### src/rtl/arc_pkg.sv
// Shared definitions for the arc step generator: coordinate widths, op flag
// layout, FSM state encoding and the signed step encoding.
package arc_pkg;

    localparam int PRECISE_POS_X_BITS = 16;
    localparam int PRECISE_POS_Y_BITS = 16;
    localparam int OP_FLAGS_BITS      = 4;

    localparam int ARC_FLAG_CW   = 0;
    localparam int ARC_FLAG_FULL = 1;

    typedef enum logic [2:0] {
        ST_IDLE = 3'd0,
        ST_INIT = 3'd1,
        ST_CALC = 3'd2,
        ST_EMIT = 3'd3,
        ST_FIN  = 3'd4
    } arc_state_t;

    localparam logic signed [1:0] STEP_POS  = 2'sb01;
    localparam logic signed [1:0] STEP_ZERO = 2'sb00;
    localparam logic signed [1:0] STEP_NEG  = 2'sb11;

    // Unit step toward the sign of a value, optionally negated first.
    function automatic logic signed [1:0] step_dir(input logic is_zero,
                                                   input logic is_neg,
                                                   input logic negate);
        logic signed [1:0] dir;
        if (is_zero) begin
            dir = STEP_ZERO;
        end else if (is_neg ^ negate) begin
            dir = STEP_NEG;
        end else begin
            dir = STEP_POS;
        end
        return dir;
    endfunction

endpackage

### src/rtl/arc_step_chooser.sv
// Combinational step selection: evaluates the axis and diagonal moves along the
// tangent and picks the one keeping x^2+y^2 closest to the start radius.
module arc_step_chooser
    import arc_pkg::*;
#(
    parameter int XW = PRECISE_POS_X_BITS,
    parameter int YW = PRECISE_POS_Y_BITS,
    parameter int EW = XW + YW + 2
) (
    input  logic signed [XW-1:0] cur_x_i,
    input  logic signed [YW-1:0] cur_y_i,
    input  logic signed [EW-1:0] err_i,
    input  logic                 cw_i,
    output logic signed [1:0]    dx_o,
    output logic signed [1:0]    dy_o,
    output logic signed [EW-1:0] err_nxt_o
);

    localparam logic signed [EW-1:0] ONE_E = EW'(1'b1);

    function automatic logic [EW-1:0] mag(input logic signed [EW-1:0] v);
        logic [EW-1:0] m;
        if (v[EW-1]) begin
            m = -v;
        end else begin
            m = v;
        end
        return m;
    endfunction

    logic signed [1:0]    tx_dir_s, ty_dir_s, sx_s, sy_s;
    logic signed [EW-1:0] x2_s, y2_s, ex_s, ey_s, e0_s, e1_s, e2_s;
    logic [EW-1:0]        a0_s, a1_s, a2_s, best01_s;
    logic                 take1_s, take2_s;

    // CCW tangent is (-y, x); CW tangent is (y, -x).
    assign tx_dir_s = step_dir(cur_y_i == '0, cur_y_i[YW-1], ~cw_i);
    assign ty_dir_s = step_dir(cur_x_i == '0, cur_x_i[XW-1], cw_i);
    // At the centre there is no tangent; fall back to a +X step so a step is always produced.
    assign sx_s = (tx_dir_s == STEP_ZERO && ty_dir_s == STEP_ZERO) ? STEP_POS : tx_dir_s;
    assign sy_s = ty_dir_s;

    assign x2_s = EW'(cur_x_i) <<< 1;
    assign y2_s = EW'(cur_y_i) <<< 1;

    // Change of x^2 (resp. y^2) for a unit move: +-2v + 1.
    always_comb begin
        case (sx_s)
            STEP_POS: ex_s = x2_s + ONE_E;
            STEP_NEG: ex_s = ONE_E - x2_s;
            default:  ex_s = '0;
        endcase
        case (sy_s)
            STEP_POS: ey_s = y2_s + ONE_E;
            STEP_NEG: ey_s = ONE_E - y2_s;
            default:  ey_s = '0;
        endcase
    end

    assign e0_s = err_i + ex_s;
    assign e1_s = err_i + ey_s;
    assign e2_s = err_i + ex_s + ey_s;
    assign a0_s = mag(e0_s);
    assign a1_s = mag(e1_s);
    assign a2_s = mag(e2_s);

    // Strict compares give ties to the earlier candidate: X, then Y, then diagonal.
    assign take1_s  = (sy_s != STEP_ZERO) && ((sx_s == STEP_ZERO) || (a1_s < a0_s));
    assign best01_s = take1_s ? a1_s : a0_s;
    assign take2_s  = (sx_s != STEP_ZERO) && (sy_s != STEP_ZERO) && (a2_s < best01_s);

    // Drive the selected candidate.
    always_comb begin
        if (take2_s) begin
            dx_o      = sx_s;
            dy_o      = sy_s;
            err_nxt_o = e2_s;
        end else if (take1_s) begin
            dx_o      = STEP_ZERO;
            dy_o      = sy_s;
            err_nxt_o = e1_s;
        end else begin
            dx_o      = sx_s;
            dy_o      = STEP_ZERO;
            err_nxt_o = e0_s;
        end
    end

endmodule

### src/rtl/arc_step_generator.sv
// Walks a G02/G03 arc on the integer grid, emitting one unit (dx, dy) step per
// handshake until the end point is reached or the step limit aborts the op.
module arc_step_generator
    import arc_pkg::*;
#(
    parameter int POS_X_BITS = PRECISE_POS_X_BITS,
    parameter int POS_Y_BITS = PRECISE_POS_Y_BITS,
    parameter int STEP_LIMIT = 65535
) (
    input  logic                     clk,
    input  logic                     reset,
    input  logic                     start_valid,
    output logic                     start_ready,
    input  logic [POS_X_BITS-1:0]    start_x,
    input  logic [POS_Y_BITS-1:0]    start_y,
    input  logic [POS_X_BITS-1:0]    end_x,
    input  logic [POS_Y_BITS-1:0]    end_y,
    input  logic [OP_FLAGS_BITS-1:0] flags,
    output logic                     step_valid,
    input  logic                     step_ready,
    output logic [1:0]               step_dx,
    output logic [1:0]               step_dy,
    output logic                     done,
    output logic                     aborted
);

    localparam int ERR_BITS = POS_X_BITS + POS_Y_BITS + 2;
    localparam int CNT_BITS = $clog2(STEP_LIMIT + 1);
    localparam logic [CNT_BITS-1:0] CNT_LIMIT = CNT_BITS'(STEP_LIMIT);

    arc_state_t                    state_q, state_d;
    logic signed [POS_X_BITS-1:0]  cur_x_q, cur_x_d, end_x_q, end_x_d;
    logic signed [POS_Y_BITS-1:0]  cur_y_q, cur_y_d, end_y_q, end_y_d;
    logic                          cw_q, cw_d, full_q, full_d;
    logic signed [ERR_BITS-1:0]    err_q, err_d, err_nxt_q, err_nxt_d;
    logic signed [1:0]             step_dx_q, step_dx_d, step_dy_q, step_dy_d;
    logic [CNT_BITS-1:0]           step_cnt_q, step_cnt_d;
    logic                          aborted_q, aborted_d;
    logic                          start_ready_q, step_valid_q, done_q;
    logic signed [1:0]             ch_dx_s, ch_dy_s;
    logic signed [ERR_BITS-1:0]    ch_err_s;
    logic                          unused_flags_s;

    assign unused_flags_s = &{1'b0, flags[OP_FLAGS_BITS-1:2]};

    // err tracks x^2+y^2 - r^2 incrementally from zero, so r^2 itself is never formed.
    arc_step_chooser #(
        .XW (POS_X_BITS),
        .YW (POS_Y_BITS),
        .EW (ERR_BITS)
    ) u_chooser (
        .cur_x_i   (cur_x_q),
        .cur_y_i   (cur_y_q),
        .err_i     (err_q),
        .cw_i      (cw_q),
        .dx_o      (ch_dx_s),
        .dy_o      (ch_dy_s),
        .err_nxt_o (ch_err_s)
    );

    // Next-state and datapath updates for the arc walk.
    always_comb begin
        state_d    = state_q;
        cur_x_d    = cur_x_q;
        cur_y_d    = cur_y_q;
        end_x_d    = end_x_q;
        end_y_d    = end_y_q;
        cw_d       = cw_q;
        full_d     = full_q;
        err_d      = err_q;
        err_nxt_d  = err_nxt_q;
        step_dx_d  = step_dx_q;
        step_dy_d  = step_dy_q;
        step_cnt_d = step_cnt_q;
        aborted_d  = aborted_q;
        case (state_q)
            ST_IDLE: begin
                if (start_valid && start_ready_q) begin
                    cur_x_d    = start_x;
                    cur_y_d    = start_y;
                    end_x_d    = end_x;
                    end_y_d    = end_y;
                    cw_d       = flags[ARC_FLAG_CW];
                    full_d     = flags[ARC_FLAG_FULL];
                    step_cnt_d = '0;
                    aborted_d  = 1'b0;
                    state_d    = ST_INIT;
                end else begin
                    state_d = ST_IDLE;
                end
            end
            ST_INIT: begin
                err_d = '0;
                if (cur_x_q == end_x_q && cur_y_q == end_y_q && !full_q) begin
                    state_d = ST_FIN;
                end else begin
                    state_d = ST_CALC;
                end
            end
            ST_CALC: begin
                step_dx_d = ch_dx_s;
                step_dy_d = ch_dy_s;
                err_nxt_d = ch_err_s;
                state_d   = ST_EMIT;
            end
            ST_EMIT: begin
                if (step_ready) begin
                    cur_x_d    = cur_x_q + POS_X_BITS'(step_dx_q);
                    cur_y_d    = cur_y_q + POS_Y_BITS'(step_dy_q);
                    err_d      = err_nxt_q;
                    step_cnt_d = step_cnt_q + CNT_BITS'(1'b1);
                    if (cur_x_d == end_x_q && cur_y_d == end_y_q &&
                        (!full_q || step_cnt_d != '0)) begin
                        state_d = ST_FIN;
                    end else if (step_cnt_d == CNT_LIMIT) begin
                        aborted_d = 1'b1;
                        state_d   = ST_FIN;
                    end else begin
                        state_d = ST_CALC;
                    end
                end else begin
                    state_d = ST_EMIT;
                end
            end
            ST_FIN: begin
                state_d = ST_IDLE;
            end
            default: begin
                state_d = ST_IDLE;
            end
        endcase
    end

    // State, datapath and registered handshake outputs.
    always_ff @(posedge clk) begin
        if (reset) begin
            state_q       <= ST_IDLE;
            cur_x_q       <= '0;
            cur_y_q       <= '0;
            end_x_q       <= '0;
            end_y_q       <= '0;
            cw_q          <= 1'b0;
            full_q        <= 1'b0;
            err_q         <= '0;
            err_nxt_q     <= '0;
            step_dx_q     <= STEP_ZERO;
            step_dy_q     <= STEP_ZERO;
            step_cnt_q    <= '0;
            aborted_q     <= 1'b0;
            start_ready_q <= 1'b1;
            step_valid_q  <= 1'b0;
            done_q        <= 1'b0;
        end else begin
            state_q       <= state_d;
            cur_x_q       <= cur_x_d;
            cur_y_q       <= cur_y_d;
            end_x_q       <= end_x_d;
            end_y_q       <= end_y_d;
            cw_q          <= cw_d;
            full_q        <= full_d;
            err_q         <= err_d;
            err_nxt_q     <= err_nxt_d;
            step_dx_q     <= step_dx_d;
            step_dy_q     <= step_dy_d;
            step_cnt_q    <= step_cnt_d;
            aborted_q     <= aborted_d;
            start_ready_q <= (state_d == ST_IDLE);
            step_valid_q  <= (state_d == ST_EMIT);
            done_q        <= (state_d == ST_FIN);
        end
    end

    assign start_ready = start_ready_q;
    assign step_valid  = step_valid_q;
    assign step_dx     = step_dx_q;
    assign step_dy     = step_dy_q;
    assign done        = done_q;
    assign aborted     = aborted_q;

endmodule

### config.mk
export PLATFORM = sky130hd
export DESIGN_NAME = arc_step_generator
export DESIGN_NICKNAME = d
export VERILOG_FILES = /design/src/rtl/arc_pkg.sv /design/src/rtl/arc_step_chooser.sv /design/src/rtl/arc_step_generator.sv
export SDC_FILE = /design/constraint.sdc
export NUM_CORES = 1
export LEC_CHECK = 0
export ABC_AREA = 1
export CAP_MARGIN = 0
export CORE_MARGIN = 2
export CORE_UTILIZATION = 40
export DETAILED_ROUTE_END_ITERATION = 10
export SLEW_MARGIN = 20
export SYNTH_ARGS = -nofsm -noshare
export SYNTH_HDL_FRONTEND = slang
export SYNTH_SLANG_ARGS = --single-unit
### constraint.sdc
create_clock -name clk -period 9.2 [get_ports clk]
set_input_delay 2.76 -clock clk [delete_from_list [all_inputs] [get_ports clk]]
set_output_delay 2.76 -clock clk [all_outputs]
set_load 0.02 [all_outputs]
Word-level counts from Yosys, hierarchy flattened
Cells that the tools add are included.
W data, S select, Z words.
Word-level totals
  register bits: 161
  word-level logic and storage cells: 119
  bits of input ports: 72
Operators by class
  order comparisons: 2
  eq/ne operators: 18
  bitwise operators: 3
  add/sub/neg operators: 13
  reductions and logical operators: 28
  multiplexer cells: 39
Operator list (number)
  $mux W34: 7
  $pmux W34 S2: 3
  $add A34 B34 Y34: 3
  $neg A34 Y34: 3
  $mux W16: 6
  $pmux W16 S2: 3
  $lt A34 B34 Y1: 2
  $eq A16 B16 Y1: 4
  $add A17 B2 Y18 const B: 2
  $sub A2 B17 Y18 const A: 2
  $add A16 B2 Y16: 2
  $logic_not A16 Y1: 2
  $mux W2: 9
  $add A16 B1 Y16 const B: 1
  $eq A16 B16 Y1 const B: 1
  $reduce_bool A16 Y1: 1
  $mux W3: 4
  $pmux W3 S4: 1
  $eq A3 B2 Y1 const B: 3
  $logic_and A1 B1 Y1: 9
  $ne A2 B2 Y1 const B: 4
  $reduce_bool A2 Y1: 4
  $logic_not A2 Y1: 3
  $logic_not A3 Y1: 2
  13 further kinds: 22

Logic depth before layout (Yosys ltp)
  depth after elaboration: 19
  mapped depth: 64
  mapped depth without buffers: 62

Cells and area by module
A second synthesis with hierarchy kept.
Second synthesis, totals
  cells, all modules: 3959
  area, all modules: 22739.3 sq um
By module, submodules not included
  arc_step_chooser: area an instance 13337.8 sq um, cells each 2486, instances 1
  arc_step_generator: area an instance 9401.5 sq um, cells each 1473, instances 1

Worst setup path before layout
No wires, ideal clock.
  kind: reg-to-reg
  start point: register cur_x_q[1]
  end point: register step_dx_q[0] (netlist: step_dx[0])
  arrival time: 8.583 ns
  library setup time: 0.116 ns
  period minus slack after synthesis: 8.699 ns
  stages on the path, launching flop included: 52
  path slack: 0.501 ns
  cell sequence: dfxtp_1 inv_1 ha_1 nand2_2 nor2_8 nand3_4 buf_6 buf_6 inv_2 o31ai_2 ha_1 a21oi_1 inv_1 a21oi_1 inv_1 a21oi_1 nor2_1 a211oi_1 (+16 left out) clkbuf_1 clkbuf_1 nand3_1 nand2_1 ha_1 inv_1 nor4_1 nor4b_1 nand2_1 nor4_1 nand2_1 nand2_1 nand2_1 clkinv_1 buf_2 nand2_1 o211ai_1 inv_1
Between the ends
  cells in the longest elaborated chain, start to end: 17
Ends and longest elaborated chain
  start, declared: line arc_step_generator.sv:32  | logic signed [POS_X_BITS-1:0] cur_x_q, cur_x_d, end_x_q, end_x_d;
  start signal, assigned: line arc_step_generator.sv:155  | cur_x_q <= cur_x_d;
  $logic_not A16 Y1: line arc_step_chooser.sv:38  | assign ty_dir_s = step_dir(cur_x_i == '0, cur_x_i[XW-1], cw_i);
  $mux W2: line arc_pkg.sv:29  | if (is_zero) begin
  $logic_not A2 Y1: line arc_step_chooser.sv:40  | assign sx_s = (tx_dir_s == STEP_ZERO && ty_dir_s == STEP_ZERO) ? STEP_POS : tx_dir_s;
  $logic_and A1 B1 Y1: line arc_step_chooser.sv:40
  $mux W2: line arc_step_chooser.sv:40
  $eq A2 B2 Y1 / $eq A2 B1 Y1 (equally long branches): line arc_step_chooser.sv:48  | case (sx_s)
  $pmux W34 S2: line arc_step_chooser.sv:48
  $add A34 B34 Y34: line arc_step_chooser.sv:60, arc_step_chooser.sv:62
  $neg A34 Y34: line arc_step_chooser.sv:24  | m = -v;
  $mux W34: line arc_step_chooser.sv:23  | if (v[EW-1]) begin
  $lt A34 B34 Y1: line arc_step_chooser.sv:68  | assign take1_s = (sy_s != STEP_ZERO) && ((sx_s == STEP_ZERO) || (a1_s < a0_s));
  $logic_or A1 B1 Y1: line arc_step_chooser.sv:68
  $logic_and A1 B1 Y1: line arc_step_chooser.sv:68
  $mux W34: line arc_step_chooser.sv:69  | assign best01_s = take1_s ? a1_s : a0_s;
  $lt A34 B34 Y1: line arc_step_chooser.sv:70  | assign take2_s = (sx_s != STEP_ZERO) && (sy_s != STEP_ZERO) && (a2_s < best01_s);
  $logic_and A1 B1 Y1: line arc_step_chooser.sv:70
  $mux W2 *: line arc_step_chooser.sv:74  | if (take2_s) begin
  end signal, assigned: line arc_step_generator.sv:163  | step_dx_q <= step_dx_d;
  end, declared: line arc_step_generator.sv:36  | logic signed [1:0] step_dx_q, step_dx_d, step_dy_q, step_dy_d;
Every way passes the cells marked *; elsewhere a longest branch is shown, timed or not.
A chain may end at the register's enable or synchronous reset.

Final worst setup path
  start point: register cur_x_q[15]
  end point: register err_nxt_q[5]
Between the ends
  cells in the longest elaborated chain, start to end: 18
Ends and longest elaborated chain
  branches (longest 17 deep; another with $add A34 B34 Y34)
  $mux W34 *: line arc_step_chooser.sv:74
  end signal, assigned: line arc_step_generator.sv:162  | err_nxt_q <= err_nxt_d;
  end, declared: line arc_step_generator.sv:35  | logic signed [ERR_BITS-1:0] err_q, err_d, err_nxt_q, err_nxt_d;
Every way passes the cells marked *.

==> out/qor.txt <==
Core area: 53600 sq um
Post-synth EDFFs: 0
Met1 wire length: 39610 microns
Clock skew: 19.24 ps
Pin count of the biggest net entering global routing: 64
Drt first pass iters: 6
Non-Filler Instances: 4766
Ys Warns: 0
First-pass GRT wire length: 128100 microns
Routability cong.: 0.9643
Slew of the pin with the lowest slew margin: 849.3 ps
Worst slew margin: 43.31%
Longest Clk Path Bufs: 2
Hold path startpoint: step_cnt_q[15]
Vias in the first global route: 23395
Largest family of logic cells by synthesized area: simple AND/OR/NAND/NOR gates
Total global routing overflow: 0
CP Data Required Time: 9580 ps
DP HPWL: 67840 microns
Final worst-path cycle share: 94.50%
Register area share after synthesis: 14.93%
# H-tree levels: 4
Maximum clock frequency: 0.1150 GHz
Initial DRC count: 2355
Slowest cell on the critical path: ha_2
Total track usage: 29.12%
Placement Cell Area: 25140 sq um
Setup ws final: 506.2 ps
Syn avg cell area: 5.783 sq um
Met2 Routed Length: 35380 microns
Total routed wirelength: 82900 microns
CP most frequent cell: nand2_1
Routed WL per cell: 17.39 microns
Inserted Diodes: 0
Layout area overhead: 22.48%
Startpoint types: flip-flop
Prevailing post-synth register cell: dfxtp_1
Finished layout cell area: 26450 sq um
Yosys reg bits: 161
Cts bufs inserted: 17
Total Nets Final: 4319
Pre-CTS WS: 0.2363 ps
Status: completed
Layout cells sized above 1: 14.77%
Clk sinks: 161
CTS tree: built
# setup viols final: 0
Synth Area in Compound Gates: 18.31%
Initial Util: 40.29%
Wire length on met3: 6630 microns
Insertion delay of the later-clocked pin in the worst-skew pair: 500 ps
Placement Rows: 85
Hold WC Path Type: flip-flop to flip-flop
Min Tclk post-route: 8694 ps
IO Count: 80
Final ANT Viol Nets: 0
Placed Cells: 4719
Port Buffer Count: 77
Root buf cell: clkbuf_16
Pins Over Slew Limit: 0
Crit-path max cell delay: 400 ps
Worst Setup SP: cur_x_q[15]
Mux cell area share after synthesis: 0%
Synth unique cells: 58
Top layer reached by signal wires: met4
Reg-to-reg slack, setup: 510 ps
Antenna violations before repair: 0
Final hold violation count: 0
Post-synthesis adder-cell area fraction: 11.18%
Xor and xnor area share after synthesis: 7.214%
Crit. End Element: flip-flop
Reg2Reg Launch Point: cur_x_q[15]
Setup CP Type: flip-flop to flip-flop
Clk slew on worst S/H paths: 70 ps
Residual DRC: 0
Die area: 55860 sq um
Via count: 25445
CTS hold repair buffers: 0
Cell count after synthesis: 3734
Die height: 236.4 microns
Post-synth design cell area: 21590 sq um
CP arrival: 9070 ps
Die Wd: 236.4 microns
Filler cells: 5656
Maxcap violations: 0
Simple-gate share of the synthesized area: 38.30%
Asr flop ratio synth: 0%
Vias/cell: 5.339
Crit-path max FO: 13
Mapped Nets: 3996
sequential cells by signal, summed over array words and instances (netlist names), 3 cells and up:
name        cells
err_nxt_q      34
err_q          34
cur_x_q        16
cur_y_q        16
end_x_q        16
end_y_q        16
step_cnt_q     16
state_q         3
worst max-delay path: cells and delay by family, from the launching register on:
family | cells | cell delay, ps
and+or+nand+nor | 34 | 4410
buffers and inverters | 9 | 1390
AOI/OAI and AO/OA | 10 | 1360
adders and majority gates | 3 | 1010
DFF | 1 | 360
what timing repair did:
action,CTS,global route
gates resized for setup,1,149
endpoints found under the setup margin,3,38
pin swaps,0,39
gates cloned,0,1
buffers inserted,0,14
cell families (layout without fill, tap and decap cells):
kind of cell / Yosys count / count (layout)
flip-flops: 161 / 161
AO/OA/AOI/OAI: 723 / 723
XOR/XNOR: 177 / 177
adder cells (fa/ha/maj): 190 / 190
buffers and inverters: 563 / 899
AND/OR/NAND/NOR: 1920 / 1920
cell usage after synthesis (38+ instances only):
master       n  area [sq um]
xor2_1     138          1209
nand2_1   1010          3791
dfxtp_1    161          3223
clkbuf_1    69         259.0
nand4_1     58         362.9
nand2_2     46         287.8
nand3_1    252          1261
a21oi_1    317          1587
xnor2_1     38         332.8
inv_1      445          1670
ha_1       185          2315
nor3_1      44         220.2
nor2_1     415          1558
o21ai_0    239          1196
placed cells by master, fill, tap and decap left out, types with 21 or more instances in the layout:
| master | synthesis | routed |
|---|---|---|
| a21oi_1 | 317 | 301 |
| a31oi_1 | 27 | 27 |
| buf_4 | 0 | 304 |
| clkdlybuf4s50_1 | 0 | 76 |
| dfxtp_1 | 161 | 160 |
| ha_1 | 185 | 177 |
| inv_1 | 445 | 435 |
| inv_2 | 25 | 31 |
| nand2_1 | 1010 | 983 |
| nand2_2 | 46 | 68 |
| nand3_1 | 252 | 243 |
| nand3_2 | 12 | 21 |
| nand4_1 | 58 | 58 |
| nor2_1 | 415 | 394 |
| nor2_2 | 15 | 28 |
| nor3_1 | 44 | 34 |
| o21ai_0 | 239 | 233 |
| o21ai_1 | 29 | 33 |
| xnor2_1 | 38 | 37 |
| xor2_1 | 138 | 135 |
final cells by class:
class	instances	area, sq um	share of cell area [%]
clock inverters	15	145.1	0.5487
well taps	696	870.8	3.292
multi-input cells	3010	16770	63.41
inverters	476	1804	6.822
clock buffers	17	425.4	1.608
flip-flops and latches	161	3224	12.19
repair buffers	391	3208	12.13
metrics by stage:
stage	hold slack, ps	TNS [ps]	util, %
4_1_cts	484.5	0	47.98
3_3_place_gp	460.2	0	46.91
3_5_place_dp	466.7	0	46.91
2_1_floorplan	445.7	0	-
5_1_grt	501.4	-1379	49.34
6_report	485.2	0	49.34
per-layer routing:
layer	track usage (%)	vias to the layer above
li1	-	12956
met1	42.41	11604
met2	45.22	805
met3	4.541	80
met4	5.562	0
met5	0	-
worst paths after layout:
path,end,depth (start not counted)
worst max-delay path,err_nxt_q[5],56
worst min-delay path,step_cnt_q[15],2
worst max register to register,err_nxt_q[5],56
worst min register to register,step_cnt_q[15],2
Power is not shown: default switching activity piles up to over one toggle a cycle in this logic, so the estimate is an artifact.
